`config.mk`:
```
export PLATFORM = sky130hd
export DESIGN_NAME = iq_integrate_dump
export DESIGN_NICKNAME = d
export VERILOG_FILES = /design/src/rtl/iq_integrate_dump.sv
export SDC_FILE = /design/constraint.sdc
export NUM_CORES = 1
export LEC_CHECK = 0
export ABC_AREA = 0
export CAP_MARGIN = 25
export CELL_PAD_IN_SITES_DETAIL_PLACEMENT = 2
export CELL_PAD_IN_SITES_GLOBAL_PLACEMENT = 2
export CORE_MARGIN = 10
export CORE_UTILIZATION = 30
export CTS_BUF_LIST = sky130_fd_sc_hd__clkbuf_16
export DETAILED_ROUTE_END_ITERATION = 10
export HOLD_SLACK_MARGIN = 0.15
export PLACE_DENSITY_LB_ADDON = 0.05
export SETUP_SLACK_MARGIN = 0.5
export SLEW_MARGIN = 10
export SYNTH_ARGS = -nofsm -noshare
export SYNTH_HDL_FRONTEND = slang
export SYNTH_SLANG_ARGS = --single-unit
```
`constraint.sdc`:
```
create_clock -name clk -period 4.8 [get_ports clk]
set_input_delay 0.96 -clock clk [delete_from_list [all_inputs] [get_ports clk]]
set_output_delay 0.96 -clock clk [all_outputs]
set_load 0.005 [all_outputs]
```
`src/rtl/iq_integrate_dump.sv`:
```
// Quadrature integrate-and-dump: mixes the input sample with the LO sine/cosine pair,
// integrates each product over a window of dump_len accepted samples and dumps the I/Q sums.
module iq_integrate_dump #(
    parameter int IN_W  = 8,
    parameter int ACC_W = 24
) (
    input  logic             clk,
    input  logic             reset,
    input  logic             in_valid,
    input  logic [IN_W-1:0]  in_sample,
    input  logic [IN_W-1:0]  my_sine_in,
    input  logic [IN_W-1:0]  my_cosine_in,
    input  logic [7:0]       dump_len,
    output logic [ACC_W-1:0] out_i,
    output logic [ACC_W-1:0] out_q,
    output logic             out_valid
);

    localparam int P_W = 2 * IN_W;

    typedef enum logic {IDLE = 1'b0, RUN = 1'b1} state_t;

    state_t            state_q, state_d;
    logic [8:0]        cnt_q, cnt_d;
    logic [8:0]        win_len_q, win_len_d;
    logic [8:0]        len_s;
    logic              last_s;

    logic [IN_W-1:0]   smp_q, smp_d, cos_q, cos_d, sin_q, sin_d;
    logic              s0_valid_q, s0_valid_d, s0_last_q, s0_last_d;

    logic [P_W-1:0]    p_i_q, p_i_d, p_q_q, p_q_d;
    logic              s1_valid_q, s1_valid_d, s1_last_q, s1_last_d;

    logic [ACC_W-1:0]  ext_i_s, ext_q_s;
    logic [ACC_W-1:0]  acc_i_q, acc_i_d, acc_q_q, acc_q_d;
    logic [ACC_W-1:0]  out_i_q, out_i_d, out_q_q, out_q_d;
    logic              out_valid_q, out_valid_d;

    // Window counter: decides which accepted sample closes the current window.
    always_comb begin
        state_d   = state_q;
        cnt_d     = cnt_q;
        win_len_d = win_len_q;
        last_s    = 1'b0;
        len_s     = (dump_len == 8'd0) ? 9'd256 : {1'b0, dump_len};
        case (state_q)
            IDLE: begin
                if (in_valid) begin
                    win_len_d = len_s;
                    if (len_s == 9'd1) begin
                        last_s = 1'b1;
                        cnt_d  = 9'd0;
                    end else begin
                        state_d = RUN;
                        cnt_d   = 9'd1;
                    end
                end else begin
                    cnt_d = 9'd0;
                end
            end
            RUN: begin
                if (in_valid) begin
                    // win_len is frozen for the whole window; dump_len is ignored here
                    if (cnt_q + 9'd1 == win_len_q) begin
                        last_s  = 1'b1;
                        state_d = IDLE;
                        cnt_d   = 9'd0;
                    end else begin
                        cnt_d = cnt_q + 9'd1;
                    end
                end else begin
                    cnt_d = cnt_q;
                end
            end
            default: begin
                state_d = IDLE;
                cnt_d   = 9'd0;
            end
        endcase
    end

    // Capture stage and product stage.
    always_comb begin
        smp_d      = in_sample;
        cos_d      = my_cosine_in;
        sin_d      = my_sine_in;
        s0_valid_d = in_valid;
        s0_last_d  = last_s;
        p_i_d      = $signed(smp_q) * $signed(cos_q);
        p_q_d      = $signed(smp_q) * $signed(sin_q);
        s1_valid_d = s0_valid_q;
        s1_last_d  = s0_last_q;
    end

    // Integrator: the dump cycle both publishes the final sum and clears for the next window.
    always_comb begin
        ext_i_s     = {{(ACC_W - P_W){p_i_q[P_W-1]}}, p_i_q};
        ext_q_s     = {{(ACC_W - P_W){p_q_q[P_W-1]}}, p_q_q};
        acc_i_d     = acc_i_q;
        acc_q_d     = acc_q_q;
        out_i_d     = out_i_q;
        out_q_d     = out_q_q;
        out_valid_d = 1'b0;
        if (s1_valid_q) begin
            if (s1_last_q) begin
                out_i_d     = acc_i_q + ext_i_s;
                out_q_d     = acc_q_q + ext_q_s;
                out_valid_d = 1'b1;
                acc_i_d     = {ACC_W{1'b0}};
                acc_q_d     = {ACC_W{1'b0}};
            end else begin
                acc_i_d = acc_i_q + ext_i_s;
                acc_q_d = acc_q_q + ext_q_s;
            end
        end else begin
            acc_i_d = acc_i_q;
            acc_q_d = acc_q_q;
        end
    end

    // State registers with synchronous reset.
    always_ff @(posedge clk) begin
        if (reset) begin
            state_q     <= IDLE;
            cnt_q       <= 9'd0;
            win_len_q   <= 9'd0;
            smp_q       <= {IN_W{1'b0}};
            cos_q       <= {IN_W{1'b0}};
            sin_q       <= {IN_W{1'b0}};
            s0_valid_q  <= 1'b0;
            s0_last_q   <= 1'b0;
            p_i_q       <= {P_W{1'b0}};
            p_q_q       <= {P_W{1'b0}};
            s1_valid_q  <= 1'b0;
            s1_last_q   <= 1'b0;
            acc_i_q     <= {ACC_W{1'b0}};
            acc_q_q     <= {ACC_W{1'b0}};
            out_i_q     <= {ACC_W{1'b0}};
            out_q_q     <= {ACC_W{1'b0}};
            out_valid_q <= 1'b0;
        end else begin
            state_q     <= state_d;
            cnt_q       <= cnt_d;
            win_len_q   <= win_len_d;
            smp_q       <= smp_d;
            cos_q       <= cos_d;
            sin_q       <= sin_d;
            s0_valid_q  <= s0_valid_d;
            s0_last_q   <= s0_last_d;
            p_i_q       <= p_i_d;
            p_q_q       <= p_q_d;
            s1_valid_q  <= s1_valid_d;
            s1_last_q   <= s1_last_d;
            acc_i_q     <= acc_i_d;
            acc_q_q     <= acc_q_d;
            out_i_q     <= out_i_d;
            out_q_q     <= out_q_d;
            out_valid_q <= out_valid_d;
        end
    end

    assign out_i     = out_i_q;
    assign out_q     = out_q_q;
    assign out_valid = out_valid_q;

endmodule

```
==> metrics <==
P per Cell Area 283 mW/mm2; post-detail-place hpwl 29.6 mm; # setup viols final 0; # port buffers 83; crit-path max FO 8; Post-Syn Area 0.0132 mm2; Main synth FF type dfxtp_1; CP dominant cell by count fa_1; commonest cells in the netlist 176 x dfxtp_1, 173 x inv_1, 149 x nand2_1; Slew @ Worst Pin 0.633 ns; I/O pin cnt 84; final worst-path cycle share 87.9%; sw frac 34.3%; final instance area 0.0156 mm2; Worst setup SP type flip-flop; layout cells sized above 1 9.09%; Max Freq 237 MHz; family with the most delay on the worst path adder cells; post-synthesis cell type count 68; Syn Area/Cell 8.73 um2; CP Buf/Inv Count 5; n_diodes 0; placed cells 2124; Tot GR Track Use 14.7%; Final Skew 0.00930 ns; crit path cell chain buf_6 > and2_4 > fa_1 > inv_2 > fa_1 > inv_1 > fa_1 > inv_1 > fa_1 > inv_2 > ha_4 > or3_4 > o21ai_2 > a21oi_2 > a31oi_1 > xor2_1 > nor2_1; net count reported at finish 1824; YS warnings 0; Hold Crit Class reg -> reg; crit end category flip-flop; full die area 0.0526 mm2; vias per inst 4.81; status finished, final reports clean; Reg power frac 37.3%; power share of the combinational group 28.4%; cell with the largest stage delay on the worst path fa_1; Net Switching 1.52 mW; CTS tree yes; Slew Limit Fails 0; Rows 76; total gr overflow 0; Area Growth Syn to Fin 18.5%; syn nets 1759; clk_lat worst skew 0.48 ns; Final Power 4.42 mW; Root Buffer clkbuf_16; Die H 229 um; number of nets with antenna violations after routing 0; number of synthesized flops with an enable pin 0; routed via count 10433; vias in the first global route 11599; largest net degree at the start of global routing 52; clock network power share 34.3%; First-pass DRT Iterations 4; arrival time worst endpoint 4.56 ns; crit path kind reg -> reg; Avg WL per Cell 17.7 um; P_int 2.90 mW; Seq cells post-synth 176; setup TNS 0 ns; r2r setup slk 0.58 ns; DR iter-0 viols 299; clk buf depth 2; initial antenna violation count 0; Die X 229 um; CTS buffer count 17; synth top area cells dfxtp_1 27%, fa_1 17%, ha_1 10%, inv_1 4.9%, nand2_1 4.3%; sequential share of the synthesized area 26.8%; Worst path max stage delay 0.55 ns; number of remaining DRC errors 0; gpl congestion 0.767; routed wire length 38.4 mm; top-count cell post-synth dfxtp_1; clock slew seen by the registers of the worst setup and hold paths 0.08 ns; Cell Count, Final, Fillers Out 2170; RSZ-0062 raised after global routing yes; top cell type's share of synthesized area 26.8%; core area 0.0432 mm2; clock sinks 176; min cycle time layout 4.22 ns; peak supply drop 172 uV; FFs w/ async S/R, synth 0%; Final Util 36.1%; Gate Count Post-Synth 1507; Lkg Pwr 6.76 nW; max-cap violations 0; first-pass GRT wire length 61.8 mm; max_slew headroom 57.7%; biggest area consumer among synthesized cells dfxtp_1; H-tree depth 4; WP data required 5.14 ns; final hold vios 0; Starting Density 30.5%; dpl cell area 0.0146 mm2
[state kept, by name, summed over array words and instances, names as in the netlist, 8 cells and up]
| name | count |
|---|---|
| acc_i_q | 24 |
| acc_q_q | 24 |
| out_i | 24 |
| out_q | 24 |
| p_i_q | 16 |
| p_q_q | 16 |
| cnt_q | 9 |
| win_len_q | 9 |
| cos_q | 8 |
| sin_q | 8 |
| smp_q | 8 |
[logic make-up (layout without fill, tap and decap cells)]
group                    Yosys count  in the layout  synth area share, %
buffers and inverters            239            317                 6.86
XOR/XNOR                          83             83                 5.53
AND/OR/NAND/NOR                  502            502                 19.3
multiplexers                       3              3                0.257
AO/OA/AOI/OAI                    287            287                 14.3
adder cells (fa/ha/maj)          217            217                 27.0
flip-flops                       176            176                 26.8
[path summary, 6_finish.rpt]
| check | startpoint | depth (start not counted) | end |
|---|---|---|---|
| hold reg to reg | out_q[14] | 2 | out_q[14] |
| hold / removal | out_q[14] | 2 | out_q[14] |
| setup / recovery | smp_q[6] | 17 | p_i_q[14] |
| setup reg to reg | smp_q[6] | 17 | p_i_q[14] |
[worst reg2reg max path, cell delays in order (launching register included)]
cell and delay, ns:
dfxtp_4 0.38, buf_6 0.14, and2_4 0.13, fa_1 0.55
inv_2 0.05, fa_1 0.55, inv_1 0.06, fa_1 0.48
inv_1 0.05, fa_1 0.50, inv_2 0.05, ha_4 0.17
or3_4 0.36, o21ai_2 0.07, a21oi_2 0.06, a31oi_1 0.24
xor2_1 0.19, nor2_1 0.06
[power by group through the flow]
| stage | Sequential [mW] | Combinational [mW] | Clock (mW) |
|---|---|---|---|
| 6_report | 1.65 | 1.26 | 1.52 |
| 5_1_grt | 1.66 | 1.43 | 1.65 |
| 4_1_cts | 1.65 | 1.19 | 1.59 |
| 3_5_place_dp | 1.69 | 1.18 | 0 |
| 3_3_place_gp | 1.68 | 1.14 | 0 |
| 2_1_floorplan | 1.62 | 0.874 | 0 |
[metrics by stage]
step	setup slack, ns	hold WS (ns)
finish	0.582	0.459
detailed placement	0.0640	0.451
global placement	0.242	0.442
floorplan	0.561	0.414
CTS	0.501	0.462
global route	0.392	0.479
[metal layers]
layer / vias to the layer above / global-route usage [%] / wire length [um]
met1: 5227 / 17.8 / 17600
met2: 82 / 26.1 / 19400
met5: - / 0 / 0
li1: 5102 / - / -
met4: 0 / 3.85 / 406
met3: 22 / 2.93 / 1010
[layout make-up]
class / count / area, um2
Fill cell: 4893 / 27600
Multi-Input combinational cell: 1092 / 8980
Clock inverter: 15 / 183
Clock buffer: 17 / 425
Inverter: 173 / 649
Timing Repair Buffer: 112 / 1060
Tap cell: 585 / 732
Sequential cell: 176 / 3560
[cell usage in the layout (no fill, tap or decap), types with 25 or more instances in the layout]
cell             instances
nor2_1                  99
a21o_1                  34
and2_1                  87
fa_1                   105
buf_4                   26
xnor2_1                 60
inv_1                  168
a21oi_1                 94
nand2_1                145
dfxtp_1                156
nor2b_1                 53
clkdlybuf4s50_1         82
nor3_1                  25
ha_1                    96
[repair_timing]
action                                  CTS  global route
endpoints found under the setup margin   10            10
pin swaps                                 4            26
setup buffers                             4             9
hold buffers                              0             0
resized for setup                        28            59
Note: power is estimated with default switching activity, not from simulation.
